$ cat config.mk
export PLATFORM = sky130hd
export DESIGN_NAME = keypad_emulator_flat
export DESIGN_NICKNAME = d
export VERILOG_FILES = /design/src/rtl/keypad_pkg.sv /design/src/rtl/keypad_emulator_if.sv /design/src/rtl/keyseq_fifo.sv /design/src/rtl/keypad_emulator.sv /design/src/flat_wrapper.sv
export SDC_FILE = /design/constraint.sdc
export NUM_CORES = 1
export LEC_CHECK = 0
export BUFFER_PORTS_ARGS = -buffer_cell sky130_fd_sc_hd__clkbuf_2
export CAP_MARGIN = 10
export CORE_MARGIN = 2
export CORE_UTILIZATION = 60
export DETAILED_ROUTE_END_ITERATION = 8
export PLACE_DENSITY = 0.9
export SYNTH_ARGS = -nofsm -noshare
export SYNTH_HDL_FRONTEND = slang
export SYNTH_HIERARCHICAL = 1
export SYNTH_SLANG_ARGS = --single-unit
export TNS_END_PERCENT = 10
$ cat constraint.sdc
create_clock -name clk -period 3.85 [get_ports clk]
set_input_delay 0.77 -clock clk [delete_from_list [all_inputs] [get_ports clk]]
set_output_delay 0.77 -clock clk [all_outputs]
set_load 0.01 [all_outputs]
$ cat src/rtl/keypad_pkg.sv
// Shared types and key-map helpers for the keypad emulator and its FIFO.
package keypad_pkg;

  localparam int KEY_ROWS      = 3;
  localparam int KEY_COLS      = 4;
  localparam int KEY_W         = 4;
  localparam int KEY_MAX_VALID = 11;

  typedef enum logic [1:0] {
    ST_IDLE    = 2'd0,
    ST_PRESS   = 2'd1,
    ST_RELEASE = 2'd2
  } kp_state_e;

  typedef struct packed {
    logic [1:0] row_idx;
    logic [1:0] col_idx;
  } key_pos_t;

  function automatic key_pos_t key_to_pos(input logic [KEY_W-1:0] code);
    key_pos_t pos;
    pos.row_idx = code[3:2];
    pos.col_idx = code[1:0];
    return pos;
  endfunction

  function automatic logic key_is_valid(input logic [KEY_W-1:0] code);
    return code <= KEY_W'(KEY_MAX_VALID);
  endfunction

endpackage

$ cat src/rtl/keypad_emulator_if.sv
// Scanner-side lines plus the sequence-loading and control handshake of the keypad emulator.
interface keypad_emulator_if;
  import keypad_pkg::*;

  logic [KEY_ROWS-1:0] row;
  logic [KEY_COLS-1:0] col;
  logic [KEY_W-1:0]    key_in;
  logic                key_valid;
  logic                key_ready;
  logic                start;
  logic                abort;
  logic                busy;
  logic                done;
  logic                err;

  modport master (
    output row, key_in, key_valid, start, abort,
    input  col, key_ready, busy, done, err
  );

  modport slave (
    input  row, key_in, key_valid, start, abort,
    output col, key_ready, busy, done, err
  );

endinterface

$ cat src/rtl/keyseq_fifo.sv
// Synchronous key-code FIFO; pointers wrap modulo DEPTH, occupancy kept in a separate count.
module keyseq_fifo
  import keypad_pkg::*;
#(
  parameter  int DEPTH = 8,
  parameter  int W     = KEY_W,
  localparam int PW    = $clog2(DEPTH),
  localparam int CW    = $clog2(DEPTH + 1)
) (
  input  logic          clk,
  input  logic          rst_n,
  input  logic          push_i,
  input  logic          pop_i,
  input  logic          flush_i,
  input  logic [W-1:0]  wdata_i,
  output logic [W-1:0]  rdata_o,
  output logic          full_o,
  output logic          empty_o,
  output logic [CW-1:0] count_o
);

  localparam logic [CW-1:0] DEPTH_C = CW'(DEPTH);

  logic [W-1:0]  mem_q [DEPTH];
  logic [PW-1:0] wr_ptr_q, wr_ptr_d;
  logic [PW-1:0] rd_ptr_q, rd_ptr_d;
  logic [CW-1:0] count_q, count_d;
  logic          push_ok, pop_ok;

  assign full_o  = (count_q == DEPTH_C);
  assign empty_o = (count_q == '0);
  assign count_o = count_q;
  assign rdata_o = mem_q[rd_ptr_q];

  assign push_ok = push_i && !full_o && !flush_i;
  assign pop_ok  = pop_i && !empty_o && !flush_i;

  always_comb begin
    wr_ptr_d = wr_ptr_q;
    rd_ptr_d = rd_ptr_q;
    count_d  = count_q;
    if (flush_i) begin
      wr_ptr_d = '0;
      rd_ptr_d = '0;
      count_d  = '0;
    end else begin
      if (push_ok) wr_ptr_d = wr_ptr_q + PW'(1);
      if (pop_ok)  rd_ptr_d = rd_ptr_q + PW'(1);
      case ({push_ok, pop_ok})
        2'b10:   count_d = count_q + CW'(1);
        2'b01:   count_d = count_q - CW'(1);
        default: count_d = count_q;
      endcase
    end
  end

  always_ff @(posedge clk or negedge rst_n) begin
    if (!rst_n) begin
      wr_ptr_q <= '0;
      rd_ptr_q <= '0;
      count_q  <= '0;
    end else begin
      wr_ptr_q <= wr_ptr_d;
      rd_ptr_q <= rd_ptr_d;
      count_q  <= count_d;
    end
  end

  // Storage is qualified by the count, so it needs no reset.
  always_ff @(posedge clk) begin
    if (push_ok) mem_q[wr_ptr_q] <= wdata_i;
  end

endmodule

$ cat src/rtl/keypad_emulator.sv
// Replays queued key codes as timed press/release events on the scanner column lines,
// behaving like a passive switch matrix while a key is held.
module keypad_emulator
  import keypad_pkg::*;
#(
  parameter int DEPTH          = 8,
  parameter int PRESS_CYCLES   = 64,
  parameter int RELEASE_CYCLES = 64
) (
  input logic               clk,
  input logic               rst_n,
  keypad_emulator_if.slave  kp
);

  localparam int CNT_MAX = (PRESS_CYCLES > RELEASE_CYCLES) ? PRESS_CYCLES : RELEASE_CYCLES;
  localparam int CNT_W   = $clog2(CNT_MAX + 1);
  localparam int FCW     = $clog2(DEPTH + 1);
  localparam logic [CNT_W-1:0] PRESS_LD = CNT_W'(PRESS_CYCLES);
  localparam logic [CNT_W-1:0] REL_LD   = CNT_W'(RELEASE_CYCLES);

  kp_state_e        state_q, state_d;
  logic [CNT_W-1:0] cnt_q, cnt_d;
  logic [KEY_W-1:0] code_q, code_d;
  logic             pressed_q, pressed_d;
  logic             done_q, done_d;
  logic             err_q, err_d;

  logic             fifo_push, fifo_pop, fifo_full, fifo_empty;
  logic [KEY_W-1:0] fifo_rdata;
  logic [FCW-1:0]   fifo_count;

  key_pos_t            pos;
  logic [KEY_ROWS:0]   row_ext;
  logic [KEY_COLS-1:0] col_w;

  assign kp.key_ready = (state_q == ST_IDLE) && !fifo_full;
  assign fifo_push    = kp.key_valid && kp.key_ready && !kp.abort;

  keyseq_fifo #(
    .DEPTH (DEPTH),
    .W     (KEY_W)
  ) u_fifo (
    .clk     (clk),
    .rst_n   (rst_n),
    .push_i  (fifo_push),
    .pop_i   (fifo_pop),
    .flush_i (kp.abort),
    .wdata_i (kp.key_in),
    .rdata_o (fifo_rdata),
    .full_o  (fifo_full),
    .empty_o (fifo_empty),
    .count_o (fifo_count)
  );

  always_comb begin
    state_d   = state_q;
    cnt_d     = cnt_q;
    code_d    = code_q;
    pressed_d = pressed_q;
    done_d    = 1'b0;
    err_d     = err_q;
    fifo_pop  = 1'b0;
    if (kp.abort) begin
      state_d   = ST_IDLE;
      pressed_d = 1'b0;
      cnt_d     = '0;
    end else begin
      case (state_q)
        ST_IDLE: begin
          if (kp.start && (fifo_count != '0)) begin
            fifo_pop  = 1'b1;
            code_d    = fifo_rdata;
            pressed_d = key_is_valid(fifo_rdata);
            cnt_d     = PRESS_LD;
            state_d   = ST_PRESS;
          end
        end
        ST_PRESS: begin
          // An invalid code spends a single cycle here and never drives a column.
          if (!key_is_valid(code_q)) begin
            err_d     = 1'b1;
            pressed_d = 1'b0;
            cnt_d     = REL_LD;
            state_d   = ST_RELEASE;
          end else if (cnt_q <= CNT_W'(1)) begin
            pressed_d = 1'b0;
            cnt_d     = REL_LD;
            state_d   = ST_RELEASE;
          end else begin
            cnt_d = cnt_q - CNT_W'(1);
          end
        end
        ST_RELEASE: begin
          if (cnt_q <= CNT_W'(1)) begin
            if (!fifo_empty) begin
              fifo_pop  = 1'b1;
              code_d    = fifo_rdata;
              pressed_d = key_is_valid(fifo_rdata);
              cnt_d     = PRESS_LD;
              state_d   = ST_PRESS;
            end else begin
              done_d  = 1'b1;
              cnt_d   = '0;
              state_d = ST_IDLE;
            end
          end else begin
            cnt_d = cnt_q - CNT_W'(1);
          end
        end
        default: state_d = ST_IDLE;
      endcase
    end
  end

  always_ff @(posedge clk or negedge rst_n) begin
    if (!rst_n) begin
      state_q   <= ST_IDLE;
      cnt_q     <= '0;
      code_q    <= '0;
      pressed_q <= 1'b0;
      done_q    <= 1'b0;
      err_q     <= 1'b0;
    end else begin
      state_q   <= state_d;
      cnt_q     <= cnt_d;
      code_q    <= code_d;
      pressed_q <= pressed_d;
      done_q    <= done_d;
      err_q     <= err_d;
    end
  end

  // Combinational path from row to col mimics a closed membrane switch.
  assign pos     = key_to_pos(code_q);
  assign row_ext = {1'b0, kp.row};

  always_comb begin
    col_w = '0;
    if (pressed_q && row_ext[pos.row_idx]) col_w = KEY_COLS'(1) << pos.col_idx;
  end

  assign kp.col  = col_w;
  assign kp.busy = (state_q != ST_IDLE);
  assign kp.done = done_q;
  assign kp.err  = err_q;

endmodule

$ cat src/flat_wrapper.sv
// flat-port wrapper written by rule: the top's interface ports become plain ports
module keypad_emulator_flat import keypad_pkg::*;
#(
  parameter int DEPTH          = 8,
  parameter int PRESS_CYCLES   = 64,
  parameter int RELEASE_CYCLES = 64
)
  (clk, rst_n, kp_row, kp_key_in, kp_key_valid, kp_start, kp_abort, kp_col, kp_key_ready, kp_busy, kp_done, kp_err);
  keypad_emulator_if kp_i ();
  input logic clk;
  input logic rst_n;
  input wire logic [$bits(kp_i.row)-1:0] kp_row;
  input wire logic [$bits(kp_i.key_in)-1:0] kp_key_in;
  input wire logic [$bits(kp_i.key_valid)-1:0] kp_key_valid;
  input wire logic [$bits(kp_i.start)-1:0] kp_start;
  input wire logic [$bits(kp_i.abort)-1:0] kp_abort;
  output wire logic [$bits(kp_i.col)-1:0] kp_col;
  output wire logic [$bits(kp_i.key_ready)-1:0] kp_key_ready;
  output wire logic [$bits(kp_i.busy)-1:0] kp_busy;
  output wire logic [$bits(kp_i.done)-1:0] kp_done;
  output wire logic [$bits(kp_i.err)-1:0] kp_err;
  assign kp_i.row = kp_row;
  assign kp_i.key_in = kp_key_in;
  assign kp_i.key_valid = kp_key_valid;
  assign kp_i.start = kp_start;
  assign kp_i.abort = kp_abort;
  assign kp_col = kp_i.col;
  assign kp_key_ready = kp_i.key_ready;
  assign kp_busy = kp_i.busy;
  assign kp_done = kp_i.done;
  assign kp_err = kp_i.err;
  keypad_emulator #(.DEPTH(DEPTH), .PRESS_CYCLES(PRESS_CYCLES), .RELEASE_CYCLES(RELEASE_CYCLES)) u_core (.clk(clk), .rst_n(rst_n), .kp(kp_i));
endmodule
==> run metrics, run 1 <==
# IOs=20; biggest area consumer among synthesized cells=edfxtp_1; cells after synthesis=239; syn_area_per_cell=about 13 um^2; routed vias/inst=6.039; Syn Std Cell Area=0.003064 mm^2; total power divided by cell area=503.4 mW/mm^2; Worst Hold Class=input pin to asynchronous set/reset pin; CTS buffer count=9; Sink Count=58; worst-path cell chain=or4_1 -> nor4_4 -> o21a_1 -> o41ai_2 -> a21oi_2 -> nor2b_1 -> ha_1 -> a21oi_1 -> nand2_1 -> or4b_1 -> o311ai_1; largest net degree at the start of global routing=27; PortBufs=19; family with the most delay on the worst path=simple AND/OR/NAND/NOR gates; CTS max path bufs=2; total power=1.688 mW; Synth top cells by count=edfxtp_1 (32), dfrtp_1 (26), nor2_1 (23); skew final=0.009157 ns; distinct cell type count after synthesis=65; Final Max Slew Viols=0; Crit path required time=4.09 ns; Total GRT Usage=0.2291; final hold violation count=0; H-tree depth=3; WL/cell=17.19 um; Final ANT Viol Nets=0; dpl cells=between 300 and 400; fmax=278.5 MHz; clock latency on the worst-skew pair=0.35 ns; Ys Warns=6; critical path class=flop to flop; status=finished clean; Root Driver=clkbuf_8; ys flop type=edfxtp_1; CP Data Arrival Time=roughly 3.8 ns; slowest stage delay, CP=0.62 ns; Finish-stage setup viols=0; Post-CTS Setup Bufs=0; core area=approximately 0.0050 mm^2; Area growth syn-to-layout=9.433%; RSZ-0062 raised after global routing=false; sequential fraction of the synthesis area=0.5259; VDD IR max=0.0002259 V; Seq cells post-synth=between 50 and 60; TNS Setup=0 ns; Leakage=1.346 nW; Placed Area=0.003192 mm^2; vias in the first global route=roughly 1900; post-cts resize count=0; CP Max Fanout=5; CTS tree=done; Tcrit/Tclk final=0.9325; routability cong.=0.8477; Synth top area share=0.3136; CTS hold repair buffers=0; detailed placement HPWL=slightly below 4 mm; post-route cell area=0.003353 mm^2; Initial DRT Pass Iterations=4; Die H=between 70 and 80 um; clk slew on worst S/H paths=0.07 ns; drt drc=0; Crit. End Element=flop; Startpoint Class=flop; Post-Syn Nets=263; Overflow after GRT=0; Slowest-stage cell, CP=or4_1; EDFF count, synth=32; initial antenna violation count=0; ant diodes=0; share of synthesized registers carrying an async set or reset=0.4483; actual slew at the worst max-slew pin=about 0.72 ns; Initial Utilization=0.6116; first-pass GRT wire length=slightly above 9 mm; Max Cap Violations=0; Bufs and invs on worst path=0; post-layout minimum cycle time=3.590 ns; non-filler cells, final=337; Slew headroom=0.5142; via count=between 2000 and 2500; Total Routed Length=5.793 mm; Die Wd=between 70 and 80 um; row cnt=26; initial DRC count=108; ranking of synthesized cells by area=edfxtp_1 (31%), dfrtp_1 (21%), mux4_2 (5.9%); nets@finish=~290; DIE AREA=0.005695 mm^2; ratio of cells with drive above 1 in the final layout=0.2434; most common cell in the netlist=edfxtp_1
## per-stage QoR
stage	utilization	setup WS [ns]	hold WS (ns)
after global routing	0.6693	0.01208	0.4990
final	0.6693	0.2598	0.4449
after floorplan	-	0.5292	0.4744
after CTS	0.6693	0.2749	0.4574
after global placement	0.6371	0.4598	0.4511
after detailed placement	0.6371	0.2876	0.4542
## final timing paths
path | from | to | slack (ns) | depth (start not counted)
max | u_core/cnt_q[4]$_DFFE_PN0P_ | u_core/u_fifo/count_o[3]$_DFFE_PN0P_ | 0.26 | 11
min | rst_n | u_core/cnt_q[6]$_DFFE_PN0P_ | 0.44 | 1
max reg2reg | u_core/cnt_q[4]$_DFFE_PN0P_ | u_core/u_fifo/count_o[3]$_DFFE_PN0P_ | 0.26 | 11
min reg2reg | u_core/kp.err$_DFFE_PN0P_ | u_core/kp.err$_DFFE_PN0P_ | 0.46 | 1
max in group asynchronous | rst_n | u_core/u_fifo/count_o[0]$_DFFE_PN0P_ | 2.97 | 1
min in group clk | u_core/kp.err$_DFFE_PN0P_ | u_core/kp.err$_DFFE_PN0P_ | 0.46 | 1
## per-layer routing
metal,GRT usage,vias up,wire (um)
li1,-,962,-
met1,0.2943,1002,2527
met2,0.3536,57,2824
met3,0.07804,14,314
met4,0.1053,0,127
met5,0,-,0
## cell families after synthesis
family / Yosys count / share of synthesized area
AND/OR/NAND/NOR: 78 / 0.1421
flip-flops: 58 / 0.5259
AO/OA/AOI/OAI: 43 / 0.1164
multiplexers: 23 / 0.1119
buffers and inverters: 19 / 0.03511
adder cells (fa/ha/maj): 12 / 0.05145
XOR/XNOR: 6 / 0.01715
## power breakdown
part           total (mW)  internal (mW)  switching (mW)  leakage, nW
Clock               0.472          0.227           0.245       0.0795
Combinational       0.430          0.187           0.242        0.629
Sequential          0.786          0.712          0.0735        0.637
## flip-flops by register name (all words and copies together), names as in the netlist
signal	cells
u_core/u_fifo/rd_ptr_q	3
u_core/u_fifo/mem_q	32
u_core/u_fifo/count_o	4
u_core/code_q	4
u_core/kp.done	1
u_core/pressed_q	1
u_core/cnt_q	7
u_core/kp.err	1
u_core/u_fifo/wr_ptr_q	3
u_core/state_q	2
## layout by cell type (no fill, tap or decap), types with 3 or more instances in the layout
master,n
edfxtp_1,32
dfrtp_1,26
nor2_1,23
clkbuf_2,19
ha_1,11
inv_1,10
nand2_1,10
nor3_1,10
clkbuf_8,9
mux4_2,8
nand3_1,6
nand2b_1,6
a21oi_1,6
mux2_2,6
mux2i_1,5
o21ai_0,4
mux2_1,4
clkinv_2,3
and3_1,3
o31ai_1,3
nor4_1,3
a22o_1,3
a211oi_1,3
xnor2_1,3
xor2_1,3
## final cells by class
| class | count | area (um^2) |
|---|---|---|
| Sequential cell | 58 | 1612 |
| Timing Repair Buffer | 21 | 110.1 |
| Inverter | 10 | 37.54 |
| Clock buffer | 10 | 127.6 |
| Clock inverter | 6 | 33.78 |
| Fill cell | 380 | 1657 |
| Tap cell | 70 | 87.58 |
| Multi-Input combinational cell | 162 | 1345 |
## worst register-to-register path, delay by kind of cell (launching register included)
kind	cells	cell delay [ns]
AND/OR/NAND/NOR	5	1.82
AO/OA/AOI/OAI	5	0.94
flip-flops	1	0.41
adder cells (fa/ha/maj)	1	0.32
Note: power is estimated with default switching activity, not from simulation.
==> run 2: changes to the inputs <==
--- a/config.mk
+++ b/config.mk
@@ -8,9 +8,10 @@
 export BUFFER_PORTS_ARGS = -buffer_cell sky130_fd_sc_hd__clkbuf_2
 export CAP_MARGIN = 10
 export CORE_MARGIN = 2
-export CORE_UTILIZATION = 60
+export CORE_UTILIZATION = 50
 export DETAILED_ROUTE_END_ITERATION = 8
-export PLACE_DENSITY = 0.9
+export GPL_TIMING_DRIVEN = 0
+export PLACE_DENSITY = 0.79
 export SYNTH_ARGS = -nofsm -noshare
 export SYNTH_HDL_FRONTEND = slang
 export SYNTH_HIERARCHICAL = 1
==> run 2 against run 1 <==
  * Register-to-register slack improved by 0.04 ns
  * Global-route usage decreased by 4.9 points
  * Largest power group unchanged
  * Fmax up 1.2%
  * Sequential cell count stayed put
==> run metrics, run 2 (same netlist as run 1, synthesis figures left out) <==
Startpoint Class=flop (unchanged); fmax=281.8 MHz (was 278.5 MHz); initial DRC count=156 (was 108); CP Data Arrival Time=3.78 ns (was 3.83 ns); setup slack after layout=0.3020 ns (was 0.2598 ns); Setup WS pre-CTS=0.1916 ns (was 0.2876 ns); Max Cap Violations=0 (unchanged); post-route cell area=0.003477 mm^2 (was 0.003353 mm^2); Initial Utilization=0.5175 (was 0.6116); nets@finish=293 (was 286); Placed Area=0.003253 mm^2 (was 0.003192 mm^2); largest net degree at the start of global routing=27 (unchanged); core area=0.005921 mm^2 (was 0.005010 mm^2); Overflow after GRT=0 (unchanged); Die Wd=82.29 um (was 75.47 um); Leakage=1.400 nW (was 1.346 nW); status=finished clean (unchanged); largest reg by FF count=u_core/u_fifo/mem_q (unchanged); total power=1.838 mW (was 1.688 mW); skew final=0.007467 ns (was 0.009157 ns); CTS hold repair buffers=0 (unchanged); ratio of cells with drive above 1 in the final layout=0.2664 (was 0.2434); CTS max path bufs=2 (unchanged); Post-CTS Setup Bufs=0 (unchanged); Root Driver=clkbuf_8 (unchanged); CTS buffer count=9 (unchanged); drt drc=0 (unchanged); Slew headroom=0.5035 (was 0.5142); detailed placement HPWL=3.948 mm (was 3.891 mm); total power divided by cell area=528.5 mW/mm^2 (was 503.4 mW/mm^2); RSZ-0062 raised after global routing=false (unchanged); post-cts resize count=0 (unchanged); vias in the first global route=1917 (was 1910); Worst Hold Class=input pin to asynchronous set/reset pin (unchanged); Total GRT Usage=0.1804 (was 0.2291); Final Hold Slack=0.4540 ns (was 0.4449 ns); Crit. End Element=flop (unchanged); post-layout minimum cycle time=3.548 ns (was 3.590 ns); DIE AREA=0.006771 mm^2 (was 0.005695 mm^2); CP Max Fanout=6 (was 5); row cnt=28 (was 26); critical path class=flop to flop (unchanged); actual slew at the worst max-slew pin=0.7390 ns (was 0.7208 ns); WL/cell=15.96 um (was 17.19 um); Tcrit/Tclk final=0.9216 (was 0.9325); VDD IR max=0.0003416 V (was 0.0002259 V); via count=2035 (unchanged); Final Core Density=0.5873 (was 0.6693); non-filler cells, final=349 (was 337); CTS tree=done (unchanged); Finish-stage setup viols=0 (unchanged); initial antenna violation count=0 (unchanged); routed vias/inst=5.831 (was 6.039); first-pass GRT wire length=8.970 mm (was 9.266 mm); ant diodes=0 (unchanged); TNS Setup=0 ns (unchanged); Total Routed Length=5.571 mm (was 5.793 mm); R2R cell count=12 (was 11); dpl cells=333 (was 321); final hold violation count=0 (unchanged); routability cong.=0.7937 (was 0.8477); Final ANT Viol Nets=0 (unchanged); Final Max Slew Viols=0 (unchanged); Crit path required time=4.08 ns (was 4.09 ns); Die H=82.29 um (was 75.47 um); PortBufs=19 (unchanged); clk slew on worst S/H paths=0.07 ns (about the same); commonest non-fill, non-tap cells in the layout=edfxtp_1 (32), dfrtp_1 (26), nor2_1 (23) (unchanged); Initial DRT Pass Iterations=4 (unchanged); Sink Count=58 (unchanged); # IOs=20 (unchanged); most common cell after layout, fill and taps aside=edfxtp_1 (unchanged); Area growth syn-to-layout=13.47% (was 9.433%); H-tree depth=3 (unchanged); flip-flop count of the largest register after layout=32 (unchanged); Regs by FF count=u_core/u_fifo/mem_q: 32 flops, u_core/cnt_q: 7 flops (unchanged); clock latency on the worst-skew pair=0.33 ns (was 0.35 ns)
[run 2: cell types whose count changed in the layout (fill, tap and decap cells not counted), sizes merged]
| cell | before | now |
|---|---|---|
| bufinv | 0 | 2 |
| buf | 2 | 6 |
| clkbuf | 29 | 31 |
| clkinv | 4 | 3 |
[run 2: routing by layer]
metal / GRT usage / up-vias / wire, um
met5: 0 / - / 0
met4: 0.09500 / 0 / 120
met3: 0.03478 / 10 / 216
met2: 0.2863 / 53 / 2706
met1: 0.2346 / 987 / 2527
li1: - / 985 / -
[run 2: cell type report]
cell class,instances,area (um^2)
Buffer,9,70.07
Clock buffer,9,123.9
Clock inverter,7,93.84
Fill cell,479,2444
Inverter,10,37.54
Multi-Input combinational cell,162,1351
Sequential cell,58,1612
Tap cell,75,93.84
Timing Repair Buffer,19,95.09
[run 2: final timing paths]
| check | from | endpoint | slack (ns) |
|---|---|---|---|
| setup / recovery | u_core/cnt_q[4]$_DFFE_PN0P_ | u_core/u_fifo/count_o[3]$_DFFE_PN0P_ | 0.30 |
| hold / removal | rst_n | u_core/cnt_q[2]$_DFFE_PN0P_ | 0.45 |
| setup reg to reg | u_core/cnt_q[4]$_DFFE_PN0P_ | u_core/u_fifo/count_o[3]$_DFFE_PN0P_ | 0.30 |
| hold reg to reg | u_core/kp.err$_DFFE_PN0P_ | u_core/kp.err$_DFFE_PN0P_ | 0.48 |
| max in group asynchronous | rst_n | u_core/u_fifo/rd_ptr_q[2]$_DFFE_PN0P_ | 2.95 |
| min in group clk | u_core/kp.err$_DFFE_PN0P_ | u_core/kp.err$_DFFE_PN0P_ | 0.48 |
[run 2: worst max-delay path: stages, from the launching register on]
cell and delay, ns:
dfrtp_1 0.42, or4_1 0.55, buf_6 0.17, nor4_4 0.30, o21a_1 0.24, o41ai_2 0.17, a21oi_2 0.19, nor2b_2 0.23
ha_1 0.30, a21oi_2 0.21, nand2_1 0.09, or4b_1 0.50, o311ai_1 0.09
[run 2: power breakdown]
part	switching [mW]	internal, mW	total [mW]
Combinational	0.257	0.202	0.459
Sequential	0.0590	0.713	0.772
Clock	0.244	0.362	0.607
Total	0.561	1.28	1.84
==> run 3: changes to the inputs <==
--- a/config.mk
+++ b/config.mk
@@ -8,10 +8,11 @@
 export BUFFER_PORTS_ARGS = -buffer_cell sky130_fd_sc_hd__clkbuf_2
 export CAP_MARGIN = 10
 export CORE_MARGIN = 2
-export CORE_UTILIZATION = 50
+export CORE_UTILIZATION = 35
 export DETAILED_ROUTE_END_ITERATION = 8
 export GPL_TIMING_DRIVEN = 0
-export PLACE_DENSITY = 0.79
+export HOLD_SLACK_MARGIN = 0.05
+export PLACE_DENSITY = 0.62
 export SYNTH_ARGS = -nofsm -noshare
 export SYNTH_HDL_FRONTEND = slang
 export SYNTH_HIERARCHICAL = 1
==> run 3 against run 2 <==
  * Register-to-register slack about the same
  * Sequential power about the same
  * Sequential cell count is the same
  * First-iteration DRC count is 47% lower
  * Largest cell class unchanged
  * Highest routed layer unchanged
==> run metrics, run 3 (same netlist as run 1, synthesis figures left out) <==
status=finished clean (unchanged); CP Data Arrival Time=3.76 ns (was 3.78 ns); post-layout minimum cycle time=3.533 ns (was 3.548 ns); clock latency on the worst-skew pair=0.33 ns (about the same); via count=1989 (was 2035); CTS tree=done (unchanged); flip-flop count of the largest register after layout=32 (unchanged); CTS buffer count=9 (unchanged); vias in the first global route=2040 (was 1917); PortBufs=19 (unchanged); met1 WL=2.719 mm (was 2.527 mm); Final ANT Viol Nets=0 (unchanged); Top cell by count, worst path=a21oi_2 (unchanged); H-tree depth=3 (unchanged); total power=1.752 mW (was 1.838 mW); Die Wd=97.57 um (was 82.29 um); Startpoint Class=flop (unchanged); initial DRC count=83 (was 156); skew final=0.006675 ns (was 0.007467 ns); ant diodes=0 (unchanged); fmax=283.0 MHz (was 281.8 MHz); Finish-stage setup viols=0 (unchanged); drt drc=0 (unchanged); total power divided by cell area=502.7 mW/mm^2 (was 528.5 mW/mm^2); most common cell after layout, fill and taps aside=edfxtp_1 (unchanged); CP Max Fanout=6 (unchanged); Final Max Slew Viols=0 (unchanged); core area=0.008593 mm^2 (was 0.005921 mm^2); Area growth syn-to-layout=13.76% (was 13.47%); family with the most delay on the worst path=simple AND/OR/NAND/NOR gates (unchanged); VDD IR max=0.0001971 V (was 0.0003416 V); Total GRT Usage=0.1310 (was 0.1804); routed vias/inst=5.207 (was 5.831); largest net degree at the start of global routing=27 (unchanged); routed wire length on met3=208 um (was 216 um); Root Driver=clkbuf_8 (unchanged); Worst Hold Class=input pin to asynchronous set/reset pin (unchanged); Critical Path Start=u_core/cnt_q[4]$_DFFE_PN0P_ (unchanged); routability cong.=0.7966 (was 0.7937); Leakage=1.392 nW (was 1.400 nW); R2R Path Start=u_core/cnt_q[4]$_DFFE_PN0P_ (unchanged); Crit. End Element=flop (unchanged); TNS Setup=0 ns (unchanged); Crit path required time=4.07 ns (was 4.08 ns); Max Cap Violations=0 (unchanged); Die H=97.57 um (was 82.29 um); initial antenna violation count=0 (unchanged); commonest non-fill, non-tap cells in the layout=edfxtp_1 (32), dfrtp_1 (26), nor2_1 (23) (unchanged); r2r setup slk=0.32 ns (was 0.30 ns); CTS max path bufs=2 (unchanged); uppermost layer routed=met4 (unchanged); row cnt=34 (was 28); Met2 Routed Length=2.698 mm (was 2.706 mm); Slowest-stage cell, CP=or4_1 (unchanged); R2R cell count=12 (unchanged); clk slew on worst S/H paths=0.06 ns (was 0.07 ns); Final Core Density=0.4056 (was 0.5873); # IOs=20 (unchanged); Initial DRT Pass Iterations=4 (unchanged); Regs by FF count=u_core/u_fifo/mem_q: 32 flops, u_core/cnt_q: 7 flops (unchanged); Total Routed Length=5.732 mm (was 5.571 mm); critical path class=flop to flop (unchanged); Overflow after GRT=0 (unchanged); nets@finish=293 (unchanged); Slew headroom=0.5111 (was 0.5035); first-pass GRT wire length=9.984 mm (was 8.970 mm); WL/cell=15.01 um (was 15.96 um); Initial Utilization=0.3566 (was 0.5175); actual slew at the worst max-slew pin=0.7277 ns (was 0.7390 ns); final hold violation count=0 (unchanged); DIE AREA=0.009519 mm^2 (was 0.006771 mm^2); Tcrit/Tclk final=0.9177 (was 0.9216); RSZ-0062 raised after global routing=false (unchanged); Bufs and invs on worst path=1 (unchanged); largest reg by FF count=u_core/u_fifo/mem_q (unchanged); Sink Count=58 (unchanged); Post-CTS Setup Bufs=0 (unchanged); Final Hold Slack=0.4706 ns (was 0.4540 ns); Critical Path Stages=12 (unchanged); worst-path cell chain=or4_1 -> buf_6 -> nor4_4 -> o21a_1 -> o41ai_2 -> a21oi_2 -> nor2b_2 -> ha_1 -> a21oi_2 -> nand2_1 -> or4b_1 -> o311ai_1 (unchanged); slowest stage delay, CP=0.55 ns (about the same); ratio of cells with drive above 1 in the final layout=0.2591 (was 0.2664); detailed placement HPWL=4.106 mm (was 3.948 mm)
==> run 3: final timing paths <==
check,to
max,u_core/u_fifo/count_o[3]$_DFFE_PN0P_
min,u_core/cnt_q[3]$_DFFE_PN0P_
max reg2reg,u_core/u_fifo/count_o[3]$_DFFE_PN0P_
min reg2reg,u_core/kp.err$_DFFE_PN0P_
max in group asynchronous,u_core/state_q[0]$_DFFE_PN0P_
min in group clk,u_core/kp.err$_DFFE_PN0P_
==> run 3: layout make-up <==
| class | instances | area, um^2 |
|---|---|---|
| buffer | 9 | 70.07 |
| clock buffer | 10 | 127.6 |
| clock inverter | 6 | 57.56 |
| fill | 817 | 5107 |
| inverter | 10 | 37.54 |
| multi-input combinational | 162 | 1351 |
| sequential | 58 | 1612 |
| tap | 108 | 135.1 |
| timing repair buffer | 19 | 95.09 |
==> run 3: where the power goes <==
part           total [mW]  internal [mW]  switching, mW
clock               0.526          0.294          0.232
sequential          0.772          0.713         0.0593
combinational       0.454          0.201          0.253
==> run 3: routing by layer <==
metal / GRT usage / vias up
met5: 0 / -
met4: 0.06090 / 0
met3: 0.02518 / 6
met2: 0.2011 / 39
met1: 0.1795 / 971
li1: - / 973
==> run 3: per-stage QoR <==
step | std cells | worst slack (ns) | area (um^2)
after floorplan | 239 | 0.5292 | 3064
after CTS | 382 | 0.1222 | 3480
after global routing | 382 | 0.04043 | 3486
after global placement | 366 | 0.2206 | 3294
after detailed placement | 366 | 0.1587 | 3294
final | 382 | 0.3168 | 3486
==> run 3: what timing repair did <==
item / in CTS / in global routing
endpoints found under the setup margin: 0 / 1
resized for setup: 0 / 2
hold buffers: 0 / 0
